### src/rtl/cmd_frame_decoder_pkg.sv
// Shared types and constants for the host command frame decoder.
//   state_t      : frame assembly state (IDLE, PAYLOAD, HOLD)
//   LONG_CMD_BIT : opcode bit that selects a long (payload-carrying) command
//   CMD_*        : known opcode values, decoded downstream only
package cmd_decoder_pkg;

  typedef enum logic [1:0] {
    IDLE,
    PAYLOAD,
    HOLD
  } state_t;

  localparam int unsigned LONG_CMD_BIT = 7;

  localparam logic [7:0] CMD_RESET    = 8'h00;
  localparam logic [7:0] CMD_RUN      = 8'h01;
  localparam logic [7:0] CMD_ID       = 8'h02;
  localparam logic [7:0] CMD_SET_DIV  = 8'h80;
  localparam logic [7:0] CMD_SET_CNT  = 8'h81;
  localparam logic [7:0] CMD_SET_MASK = 8'hC0;

endpackage

### src/rtl/cmd_frame_decoder_if.sv
// Byte-stream input and command-output handshake of the frame decoder.
//   byte_in_valid/byte_in : one-cycle byte strobe from the UART receiver
//   cmd_valid/cmd_ready   : held-command handshake towards the register file
//   opcode/command/cmd_long : fields of the held command
//   err_timeout/err_overrun : one-cycle error pulses
// slave  : decoder side
// master : byte source / command consumer side
interface cmd_frame_decoder_if #(
  parameter int unsigned PAYLOAD_BYTES = 4
);

  logic                         byte_in_valid;
  logic [7:0]                   byte_in;
  logic                         cmd_valid;
  logic                         cmd_ready;
  logic [7:0]                   opcode;
  logic [8*PAYLOAD_BYTES-1:0]   command;
  logic                         cmd_long;
  logic                         err_timeout;
  logic                         err_overrun;

  modport slave (
    input  byte_in_valid, byte_in, cmd_ready,
    output cmd_valid, opcode, command, cmd_long, err_timeout, err_overrun
  );

  modport master (
    output byte_in_valid, byte_in, cmd_ready,
    input  cmd_valid, opcode, command, cmd_long, err_timeout, err_overrun
  );

endinterface

### src/rtl/cmd_frame_decoder_timeout.sv
// Inter-byte timeout counter for the frame decoder.
//   clock, reset : system clock, asynchronous active-low reset
//   clear        : restart the count at zero
//   enable       : count one idle clock
//   expired      : combinational, high on the idle clock that reaches the limit
// TIMEOUT_CYCLES = 0 disables expiry entirely. The counter saturates.
module cmd_timeout_timer #(
  parameter int unsigned TIMEOUT_CYCLES = 1000000
) (
  input  logic clock,
  input  logic reset,
  input  logic clear,
  input  logic enable,
  output logic expired
);

  localparam int unsigned TW = (TIMEOUT_CYCLES == 0) ? 1 : $clog2(TIMEOUT_CYCLES + 1);

  logic [TW-1:0] timer_q;
  logic [TW-1:0] timer_d;

  always_comb begin
    timer_d = timer_q;
    if (clear) begin
      timer_d = '0;
    end else if (enable && (timer_q != '1)) begin
      timer_d = timer_q + 1'b1;
    end
  end

  always_ff @(posedge clock or negedge reset) begin
    if (!reset) begin
      timer_q <= '0;
    end else begin
      timer_q <= timer_d;
    end
  end

  generate
    if (TIMEOUT_CYCLES == 0) begin : g_never
      assign expired = 1'b0;
    end else begin : g_limit
      assign expired = enable && (timer_q == TW'(TIMEOUT_CYCLES - 1));
    end
  endgenerate

endmodule

### src/rtl/cmd_frame_decoder.sv
// Assembles the host UART byte stream into commands: one opcode byte, then
// PAYLOAD_BYTES payload bytes when opcode[7] is set, none otherwise.
//   clock, reset : system clock, asynchronous active-low reset
//   bus          : byte input strobe, held-command handshake and error pulses
// Parameters:
//   PAYLOAD_BYTES  : payload bytes per long command (1..8)
//   BIG_ENDIAN     : 0 puts the first payload byte in command[7:0], 1 in the top byte
//   TIMEOUT_CYCLES : idle clocks allowed between payload bytes, 0 disables
module cmd_frame_decoder
  import cmd_decoder_pkg::*;
#(
  parameter int unsigned PAYLOAD_BYTES  = 4,
  parameter bit          BIG_ENDIAN     = 1'b0,
  parameter int unsigned TIMEOUT_CYCLES = 1000000
) (
  input  logic                 clock,
  input  logic                 reset,
  cmd_frame_decoder_if.slave   bus
);

  localparam int unsigned CW    = 8 * PAYLOAD_BYTES;
  localparam int unsigned CNT_W = $clog2(PAYLOAD_BYTES + 1);

  state_t            state_q, state_d;
  logic [CNT_W-1:0]  byte_cnt_q, byte_cnt_d;
  logic [7:0]        opcode_q, opcode_d;
  logic [CW-1:0]     command_q, command_d;
  logic              cmd_long_q, cmd_long_d;
  logic              err_timeout_q, err_timeout_d;
  logic              err_overrun_q, err_overrun_d;

  logic              take_opcode;
  logic              timer_clear;
  logic              timer_enable;
  logic              timer_expired;

  // A byte in the same cycle as expiry keeps the timer from counting, so the
  // byte always wins over the timeout.
  assign timer_clear  = (state_q != PAYLOAD) || bus.byte_in_valid;
  assign timer_enable = (state_q == PAYLOAD) && !bus.byte_in_valid;

  cmd_timeout_timer #(
    .TIMEOUT_CYCLES(TIMEOUT_CYCLES)
  ) u_timer (
    .clock   (clock),
    .reset   (reset),
    .clear   (timer_clear),
    .enable  (timer_enable),
    .expired (timer_expired)
  );

  always_comb begin
    state_d       = state_q;
    byte_cnt_d    = byte_cnt_q;
    opcode_d      = opcode_q;
    command_d     = command_q;
    cmd_long_d    = cmd_long_q;
    err_timeout_d = 1'b0;
    err_overrun_d = 1'b0;
    take_opcode   = 1'b0;

    unique case (state_q)
      IDLE: begin
        take_opcode = bus.byte_in_valid;
      end

      PAYLOAD: begin
        if (bus.byte_in_valid) begin
          for (int unsigned i = 0; i < PAYLOAD_BYTES; i++) begin
            if (byte_cnt_q == CNT_W'(i)) begin
              command_d[8*(BIG_ENDIAN ? (PAYLOAD_BYTES - 1 - i) : i) +: 8] = bus.byte_in;
            end
          end
          byte_cnt_d = byte_cnt_q + 1'b1;
          if (byte_cnt_q == CNT_W'(PAYLOAD_BYTES - 1)) begin
            state_d = HOLD;
          end
        end else if (timer_expired) begin
          state_d       = IDLE;
          err_timeout_d = 1'b1;
          opcode_d      = '0;
          command_d     = '0;
          cmd_long_d    = 1'b0;
        end
      end

      HOLD: begin
        // Handshake and a new byte in one cycle: the byte is decoded exactly as
        // it would be in IDLE, so a short opcode lands straight back in HOLD.
        if (bus.cmd_ready) begin
          state_d     = IDLE;
          take_opcode = bus.byte_in_valid;
        end else if (bus.byte_in_valid) begin
          err_overrun_d = 1'b1;
        end
      end

      default: begin
        state_d = IDLE;
      end
    endcase

    if (take_opcode) begin
      opcode_d   = bus.byte_in;
      command_d  = '0;
      cmd_long_d = bus.byte_in[LONG_CMD_BIT];
      byte_cnt_d = '0;
      state_d    = bus.byte_in[LONG_CMD_BIT] ? PAYLOAD : HOLD;
    end
  end

  always_ff @(posedge clock or negedge reset) begin
    if (!reset) begin
      state_q       <= IDLE;
      byte_cnt_q    <= '0;
      opcode_q      <= '0;
      command_q     <= '0;
      cmd_long_q    <= 1'b0;
      err_timeout_q <= 1'b0;
      err_overrun_q <= 1'b0;
    end else begin
      state_q       <= state_d;
      byte_cnt_q    <= byte_cnt_d;
      opcode_q      <= opcode_d;
      command_q     <= command_d;
      cmd_long_q    <= cmd_long_d;
      err_timeout_q <= err_timeout_d;
      err_overrun_q <= err_overrun_d;
    end
  end

  assign bus.cmd_valid   = (state_q == HOLD);
  assign bus.opcode      = opcode_q;
  assign bus.command     = command_q;
  assign bus.cmd_long    = cmd_long_q;
  assign bus.err_timeout = err_timeout_q;
  assign bus.err_overrun = err_overrun_q;

endmodule

### src/flat_wrapper.sv
// flat-port wrapper written by rule: the top's interface ports become plain ports
module cmd_frame_decoder_flat import cmd_decoder_pkg::*;
#(
  parameter int unsigned PAYLOAD_BYTES  = 4,
  parameter bit          BIG_ENDIAN     = 1'b0,
  parameter int unsigned TIMEOUT_CYCLES = 1000000
)
  (clock, reset, bus_byte_in_valid, bus_byte_in, bus_cmd_ready, bus_cmd_valid, bus_opcode, bus_command, bus_cmd_long, bus_err_timeout, bus_err_overrun);
  cmd_frame_decoder_if #(.PAYLOAD_BYTES(PAYLOAD_BYTES)) bus_i ();
  input  logic clock;
  input  logic reset;
  input wire logic [$bits(bus_i.byte_in_valid)-1:0] bus_byte_in_valid;
  input wire logic [$bits(bus_i.byte_in)-1:0] bus_byte_in;
  input wire logic [$bits(bus_i.cmd_ready)-1:0] bus_cmd_ready;
  output wire logic [$bits(bus_i.cmd_valid)-1:0] bus_cmd_valid;
  output wire logic [$bits(bus_i.opcode)-1:0] bus_opcode;
  output wire logic [$bits(bus_i.command)-1:0] bus_command;
  output wire logic [$bits(bus_i.cmd_long)-1:0] bus_cmd_long;
  output wire logic [$bits(bus_i.err_timeout)-1:0] bus_err_timeout;
  output wire logic [$bits(bus_i.err_overrun)-1:0] bus_err_overrun;
  assign bus_i.byte_in_valid = bus_byte_in_valid;
  assign bus_i.byte_in = bus_byte_in;
  assign bus_i.cmd_ready = bus_cmd_ready;
  assign bus_cmd_valid = bus_i.cmd_valid;
  assign bus_opcode = bus_i.opcode;
  assign bus_command = bus_i.command;
  assign bus_cmd_long = bus_i.cmd_long;
  assign bus_err_timeout = bus_i.err_timeout;
  assign bus_err_overrun = bus_i.err_overrun;
  cmd_frame_decoder #(.PAYLOAD_BYTES(PAYLOAD_BYTES), .BIG_ENDIAN(BIG_ENDIAN), .TIMEOUT_CYCLES(TIMEOUT_CYCLES)) u_core (.clock(clock), .reset(reset), .bus(bus_i));
endmodule
### config.mk
export PLATFORM = sky130hd
export DESIGN_NAME = cmd_frame_decoder_flat
export DESIGN_NICKNAME = d
export VERILOG_FILES = /design/src/rtl/cmd_frame_decoder_pkg.sv /design/src/rtl/cmd_frame_decoder_if.sv /design/src/rtl/cmd_frame_decoder_timeout.sv /design/src/rtl/cmd_frame_decoder.sv /design/src/flat_wrapper.sv
export SDC_FILE = /design/constraint.sdc
export NUM_CORES = 1
export LEC_CHECK = 0
export CAP_MARGIN = 20
export CORE_MARGIN = 5
export CORE_UTILIZATION = 57
export CTS_CLUSTER_SIZE = 28
export DETAILED_ROUTE_END_ITERATION = 16
export GPL_ROUTABILITY_DRIVEN = 0
export GPL_TIMING_DRIVEN = 0
export PLACE_DENSITY = 0.88
export SLEW_MARGIN = 20
export SYNTH_ARGS = -nofsm -noshare
export SYNTH_HDL_FRONTEND = slang
export SYNTH_SLANG_ARGS = --single-unit
### constraint.sdc
create_clock -name clock -period 3.1 [get_ports clock]
set_input_delay 0.62 -clock clock [delete_from_list [all_inputs] [get_ports clock]]
set_output_delay 0.62 -clock clock [all_outputs]
set_load 0.02 [all_outputs]
==> results of run 1 <==
sequential cells by signal (all words and copies together) (netlist names):
signal                  flops
u_core.bus.err_overrun      1
u_core.u_timer.timer_q     20
u_core.bus.cmd_long         1
u_core.bus.opcode           7
u_core.byte_cnt_q           3
u_core.bus.err_timeout      1
u_core.state_q              2
u_core.bus.command         32
critical path, delay by kind of cell:
| family | cells | cell delay (ps) |
|---|---|---|
| and+or+nand+nor | 1 | 560 |
| AOI/OAI and AO/OA | 3 | 1080 |
| buffers and inverters | 1 | 540 |
cells in the final DEF (no fill, tap or decap), types with 2 or more instances in the layout:
cell type / n
a2111o_1: 2
a211oi_1: 5
a21oi_1: 9
and4_1: 3
buf_1: 4
buf_4: 2
clkbuf_1: 8
clkbuf_2: 2
clkbuf_8: 10
clkdlybuf4s50_1: 54
clkinv_2: 2
clkinv_4: 2
dfrtp_1: 67
ha_1: 6
inv_1: 13
mux2i_1: 9
nand2_1: 45
nand2b_1: 5
nand3_1: 15
nand3_2: 2
nand4_1: 5
nor2_1: 7
nor2b_1: 4
nor3_1: 4
nor4_1: 4
o211ai_1: 7
o21ai_0: 24
o2bb2ai_1: 25
o311ai_0: 2
o31ai_1: 2
o41ai_1: 2
or2_2: 11
or3_1: 2
or4_1: 3
worst max path at each step:
| stage | endpoint | slack, ps | startpoint | cells after the start |
|---|---|---|---|---|
| detailed placement | u_core.bus.command[5]$_DFFE_PN0P_ | 200 | bus_byte_in_valid | 5 |
| finish | u_core.bus.command[15]$_DFFE_PN0P_ | 510 | bus_byte_in_valid | 5 |
| CTS | u_core.bus.command[5]$_DFFE_PN0P_ | 560 | bus_byte_in_valid | 5 |
| floorplan | u_core.bus.command[10]$_DFFE_PN0P_ | 1070 | bus_byte_in_valid | 4 |
| global route | u_core.bus.command[7]$_DFFE_PN0P_ | 390 | bus_byte_in_valid | 5 |
| global placement | u_core.bus.command[11]$_DFFE_PN0P_ | -780 | reset | 1 |
cells by family (layout without fill, tap and decap cells):
kind of cell / Yosys count / in the layout
fa+ha+maj: 6 / 6
mux: 9 / 9
buf+inv: 30 / 102
compound gates: 88 / 88
simple gates: 114 / 114
flops: 67 / 67
per-stage QoR:
stage               utilization [%]  instance area, sq um
finish                         74.2                  4060
global route                   74.2                  4060
CTS                            74.2                  4060
detailed placement             70.5                  3860
global placement               70.0                  3830
floorplan                         -                  3190
routing by layer:
layer | vias to the layer above | routed length, um | global-route usage (%)
met2 | 97 | 3770 | 35.7
met4 | 0 | 107 | 8.49
met5 | - | 0 | 0
li1 | 1290 | - | -
met3 | 12 | 443 | 5.34
met1 | 1356 | 3730 | 35.0
power by group through the flow:
stage / combinational [W] / sequential (W) / clock [W]
floorplan: 0.000324 / 0.00129 / 0
global placement: 0.000888 / 0.00113 / 0
detailed placement: 0.000914 / 0.00114 / 0
CTS: 0.000920 / 0.00113 / 0.000739
global route: 0.000986 / 0.00115 / 0.000790
finish: 0.000911 / 0.00113 / 0.000728
cell type report:
cell class | instances | area, sq um | area share [%]
sequential | 67 | 1680 | 41.3
multi-input combinational | 217 | 1400 | 34.4
tap | 72 | 90.1 | 2.22
clock buffer | 10 | 138 | 3.39
inverter | 14 | 52.6 | 1.29
clock inverter | 6 | 65.1 | 1.60
timing repair buffer | 56 | 576 | 14.2
buffer | 16 | 67.6 | 1.66
==> impl_metrics.env, run 1 <==
export IMPL_yosysMostFrequentCell="dfrtp_1"
export IMPL_worst_pin_slew_ps=849
export IMPL_io_buffers=55
export IMPL_antenna_found_initial=0
export IMPL_critPathSlowestCell="or3b_2"
export IMPL_yosysWarnings=0
export IMPL_synth_fa_ha_area_share_pct=2.35
export IMPL_drcViolationCount=0
export IMPL_cp_required_ps=3310
export IMPL_p_sw_w=0.000944
export IMPL_numClockSinks=67
export IMPL_htreeDepth=3
export IMPL_fin_total_pwr_w=0.00277
export IMPL_ant_nets=0
export IMPL_cts_resized=0
export IMPL_rr_startpoint="u_core.u_timer.timer_q[0]$_DFFE_PN0P_"
export IMPL_power_density_mw_per_mm2=681
export IMPL_fin_nets=399
export IMPL_cts_buffers=9
export IMPL_synth_edff_count=0
export IMPL_critPathKind="primary input to register"
export IMPL_dr_pass1_iters=5
export IMPL_slew_viol_final=0
export IMPL_hold_path_class="primary input to async pin"
export IMPL_synth_area_sq_mm=0.00319
export IMPL_setup_viol=0
export IMPL_syn_inst=314
export IMPL_stdcell_count=458
export IMPL_synth_largest_area_cell="dfrtp_1"
export IMPL_seq_power_share_pct=40.8
export IMPL_crit_arrival_ps=2800
export IMPL_synth_xor_area_share_pct=0
export IMPL_whs_ps=165
export IMPL_ff2ff_path_depth=5
export IMPL_synth_cell_types=46
export IMPL_grt_first_pass_wirelength_um=13800
export IMPL_finalHoldViolCount=0
export IMPL_p_int_w=0.00182
export IMPL_ir_drop_uv=562
export IMPL_synthArstFlopShare_pct=100
export IMPL_period_share_pct=83.6
export IMPL_rsz0062_at_grt="false"
export IMPL_fill_cells=383
export IMPL_relSlewSlack_pct=42.9
export IMPL_postCtsHoldBufs=0
export IMPL_die_width_um=84.8
export IMPL_worstSetupEndpointType="register"
export IMPL_status="complete, no violations"
export IMPL_synthesis_nets=332
export IMPL_max_freq_ghz=0.386
export IMPL_p_clk_share_pct=26.3
export IMPL_synth_compound_area_share_pct=20.1
export IMPL_reg2reg_slack_ps=810
export IMPL_globalRouteOverflowTotal=0
export IMPL_dpl_cell_count=442
export IMPL_yosys_top_cells_area="dfrtp_1 53%, o2bb2ai_1 6.9%, nand2_1 5.3%, o21ai_0 3.8%, mux2i_1 2.8%"
export IMPL_skew_ps=15.1
export IMPL_synth_commonest_cells="67 x dfrtp_1, 45 x nand2_1, 25 x o2bb2ai_1"
export IMPL_num_rows=27
export IMPL_core_area_sq_mm=0.00547
export IMPL_syn_avg_cell_area_sq_um=10.2
export IMPL_cts_root_buf="clkbuf_8"
export IMPL_grt_use_total_pct=24.1
export IMPL_wl_per_cell_um=17.6
export IMPL_initial_core_util_pct=58.3
export IMPL_pwr_share_comb_pct=32.9
export IMPL_post_dp_hpwl_um=5790
export IMPL_tritoncts="yes"
export IMPL_setup_tns_ps=0
export IMPL_routed_wirelength_um=8040
export IMPL_power_leakage_nw=1.62
export IMPL_antenna_cells=0
export IMPL_grt_max_degree=48
export IMPL_drive_gt1_share_pct=10.1
export IMPL_num_io_pins=56
export IMPL_start_kind="primary input"
export IMPL_synth_top_area_share_pct=52.5
export IMPL_vias=2755
export IMPL_switching_share_pct=34.1
export IMPL_cap_viol_max_count=0
export IMPL_post_place_ws_ps=198
export IMPL_reg2reg_to="u_core.bus.opcode[6]$_DFFE_PN0P_"
export IMPL_synth_top_family_by_area="compound AO/OA/AOI/OAI gates"
export IMPL_synth_seq_cells=67
export IMPL_clk_latency_ps=340
export IMPL_die_h_um=84.8
export IMPL_clk_pin_slew_worst_paths_ps=70
export IMPL_synth_main_ff_cell="dfrtp_1"
export IMPL_grt_pass1_vias=2754
export IMPL_path_cells="clkdlybuf4s50_1, or3b_2, o41ai_2, o211ai_1, o2bb2ai_1"
export IMPL_ys_seq_area_share_pct=52.5
export IMPL_muxShareOfSynthArea_pct=2.82
export IMPL_cts_buffer_depth=2
export IMPL_max_stage_delay_ps=560
export IMPL_critPathMaxFanout=8
export IMPL_dieArea_sq_mm=0.00720
export IMPL_areaGrowthSynthToFinish_pct=27.2
export IMPL_drt_initial_drc_count=264
export IMPL_synth_simple_area_share_pct=18.5
export IMPL_post_cts_buffers=0
export IMPL_timing_final_crit_period_ps=2590
export IMPL_worst_slack_ps=509
export IMPL_routed_via_density=6.02
(Power assumes the default switching activity.)
==> run 2: changes to the inputs <==
Settings changed: CORE_UTILIZATION 57 to 47, PLACE_DENSITY 0.88 to 0.78.
Clock period 3.1 ns to 2.38 ns, I/O delays scaled along.
==> impl_metrics.env, run 2 (synthesis results as in run 1) <==
export IMPL_dr_pass1_iters=5
export IMPL_drcViolationCount=0
export IMPL_setup_viol=0
export IMPL_numClockSinks=67
export IMPL_start_kind="register"
export IMPL_grt_pass1_vias=2769
export IMPL_ir_drop_uv=672
export IMPL_routed_via_density=6.01
export IMPL_drive_gt1_share_pct=11.6
export IMPL_worst_pin_slew_ps=762
export IMPL_crit_end="bus_cmd_valid"
export IMPL_crit_arrival_ps=1850
export IMPL_ff2ff_path_depth=5
export IMPL_placed_cell_area_sq_mm=0.00386
export IMPL_die_h_um=92.4
export IMPL_status="complete, no violations"
export IMPL_cts_buffers=9
export IMPL_grt_use_total_pct=20.1
export IMPL_num_rows=30
export IMPL_skew_ps=12.6
export IMPL_worstSetupEndpointType="output port"
export IMPL_fill_cells=542
export IMPL_ant_nets=0
export IMPL_reg2reg_slack_ps=200
export IMPL_rr_startpoint="u_core.u_timer.timer_q[16]$_DFFE_PN0P_"
export IMPL_grt_max_degree=37
export IMPL_fin_total_pwr_w=0.00373
export IMPL_routed_wirelength_um=8290
export IMPL_critPathMaxFanout=10
export IMPL_slew_viol_final=0
export IMPL_cts_buffer_depth=2
export IMPL_clk_latency_ps=340
export IMPL_initial_core_util_pct=47.5
export IMPL_antenna_found_initial=0
export IMPL_globalRouteOverflowTotal=0
export IMPL_drt_initial_drc_count=291
export IMPL_final_common_cell="dfrtp_1"
export IMPL_critPathKind="register to output port"
export IMPL_relSlewSlack_pct=48.7
export IMPL_hold_path_class="primary input to async pin"
export IMPL_power_density_mw_per_mm2=902
export IMPL_cp_startpoint="u_core.state_q[0]$_DFFE_PN0P_"
export IMPL_max_freq_ghz=0.429
export IMPL_cts_root_buf="clkbuf_8"
export IMPL_vias=2818
export IMPL_final_cell_mix="67 x dfrtp_1, 54 x clkdlybuf4s50_1, 45 x nand2_1"
export IMPL_timing_final_crit_period_ps=2330
export IMPL_reg2reg_to="u_core.u_timer.timer_q[0]$_DFFE_PN0P_"
export IMPL_io_buffers=55
export IMPL_ff_latch_area_sq_mm=0.00168
export IMPL_core_area_sq_mm=0.00672
export IMPL_largest_reg_flops=32
export IMPL_wl_per_cell_um=17.7
export IMPL_cp_required_ps=1900
export IMPL_tritoncts="yes"
export IMPL_postCtsHoldBufs=0
export IMPL_cap_viol_max_count=0
export IMPL_dieArea_sq_mm=0.00854
export IMPL_post_dp_hpwl_um=5690
export IMPL_num_io_pins=56
export IMPL_antenna_cells=0
export IMPL_finalInstanceArea_sq_mm=0.00413
export IMPL_multi_input_area_sq_mm=0.00142
export IMPL_fin_nets=402
export IMPL_grt_first_pass_wirelength_um=13700
export IMPL_period_share_pct=97.9
export IMPL_htreeDepth=3
export IMPL_clk_pin_slew_worst_paths_ps=80
export IMPL_finalHoldViolCount=0
export IMPL_areaGrowthSynthToFinish_pct=29.5
export IMPL_rsz0062_at_grt="true"
export IMPL_power_leakage_nw=1.68
export IMPL_die_width_um=92.4
==> run 2: layer usage <==
| metal | track usage [%] | vias up | share of wire, % |
|---|---|---|---|
| li1 | - | 1297 | - |
| met1 | 28.5 | 1379 | 45 |
| met2 | 30.3 | 124 | 47 |
| met3 | 3.98 | 18 | 6.6 |
| met4 | 7.43 | 0 | 1.8 |
| met5 | 0 | - | 0 |
==> run 2: cell type report <==
| type | instances | area share [%] |
|---|---|---|
| flip-flops and latches | 67 | 40.6 |
| multi-input cells | 217 | 34.4 |
| repair buffers | 59 | 14.3 |
| clock buffers | 9 | 3.00 |
| well taps | 80 | 2.42 |
| clock inverters | 7 | 2.39 |
| plain buffers | 16 | 1.66 |
| inverters | 14 | 1.27 |
==> run 2: worst min-delay path by stage <==
stage	endpoint	slack [ps]	cells after the start
2_1_floorplan	u_core.bus.cmd_long$_DFFE_PN0P_	180	0
3_3_place_gp	u_core.bus.command[16]$_DFFE_PN0P_	470	1
3_5_place_dp	u_core.u_timer.timer_q[4]$_DFFE_PN0P_	440	1
4_1_cts	u_core.u_timer.timer_q[3]$_DFFE_PN0P_	70	1
5_1_grt	u_core.u_timer.timer_q[2]$_DFFE_PN0P_	90	1
6_report	u_core.u_timer.timer_q[3]$_DFFE_PN0P_	60	1
==> run 2: where the power goes <==
| part | internal [W] | leakage, nW | switching, W |
|---|---|---|---|
| Combinational | 0.000539 | 0.656 | 0.000671 |
| Clock | 0.000597 | 0.110 | 0.000466 |
| Sequential | 0.00133 | 0.909 | 0.000120 |
| Total | 0.00247 | 1.68 | 0.00126 |
==> run 2: what timing repair did <==
item,4_1_cts,5_1_grt
setup buffers,2,1
resized for setup,1,5
setup endpoints to repair,21,33
endpoints found under the hold margin,0,0
pin swaps,2,1
==> run 2: critical path, cell delays in order, from the launching register on <==
cell	delay (ps)
dfrtp_1	400
clkbuf_1	230
nor2b_2	240
clkdlybuf4s50_1	640
==> run 2: metrics by stage <==
| stage | util [%] | hold WS (ps) | std cells | setup WS (ps) | TNS [ps] |
|---|---|---|---|---|---|
| 4_1_cts | 61.1 | 69.9 | 468 | 3.19 | 0 |
| 2_1_floorplan | - | 180 | 314 | 482 | 0 |
| 3_5_place_dp | 57.4 | 444 | 450 | -430 | -15700 |
| 6_report | 61.5 | 63.5 | 469 | 50.4 | 0 |
| 5_1_grt | 61.5 | 88.1 | 469 | -27.1 | -59.9 |
| 3_3_place_gp | 57.2 | 474 | 449 | -1370 | -105300 |
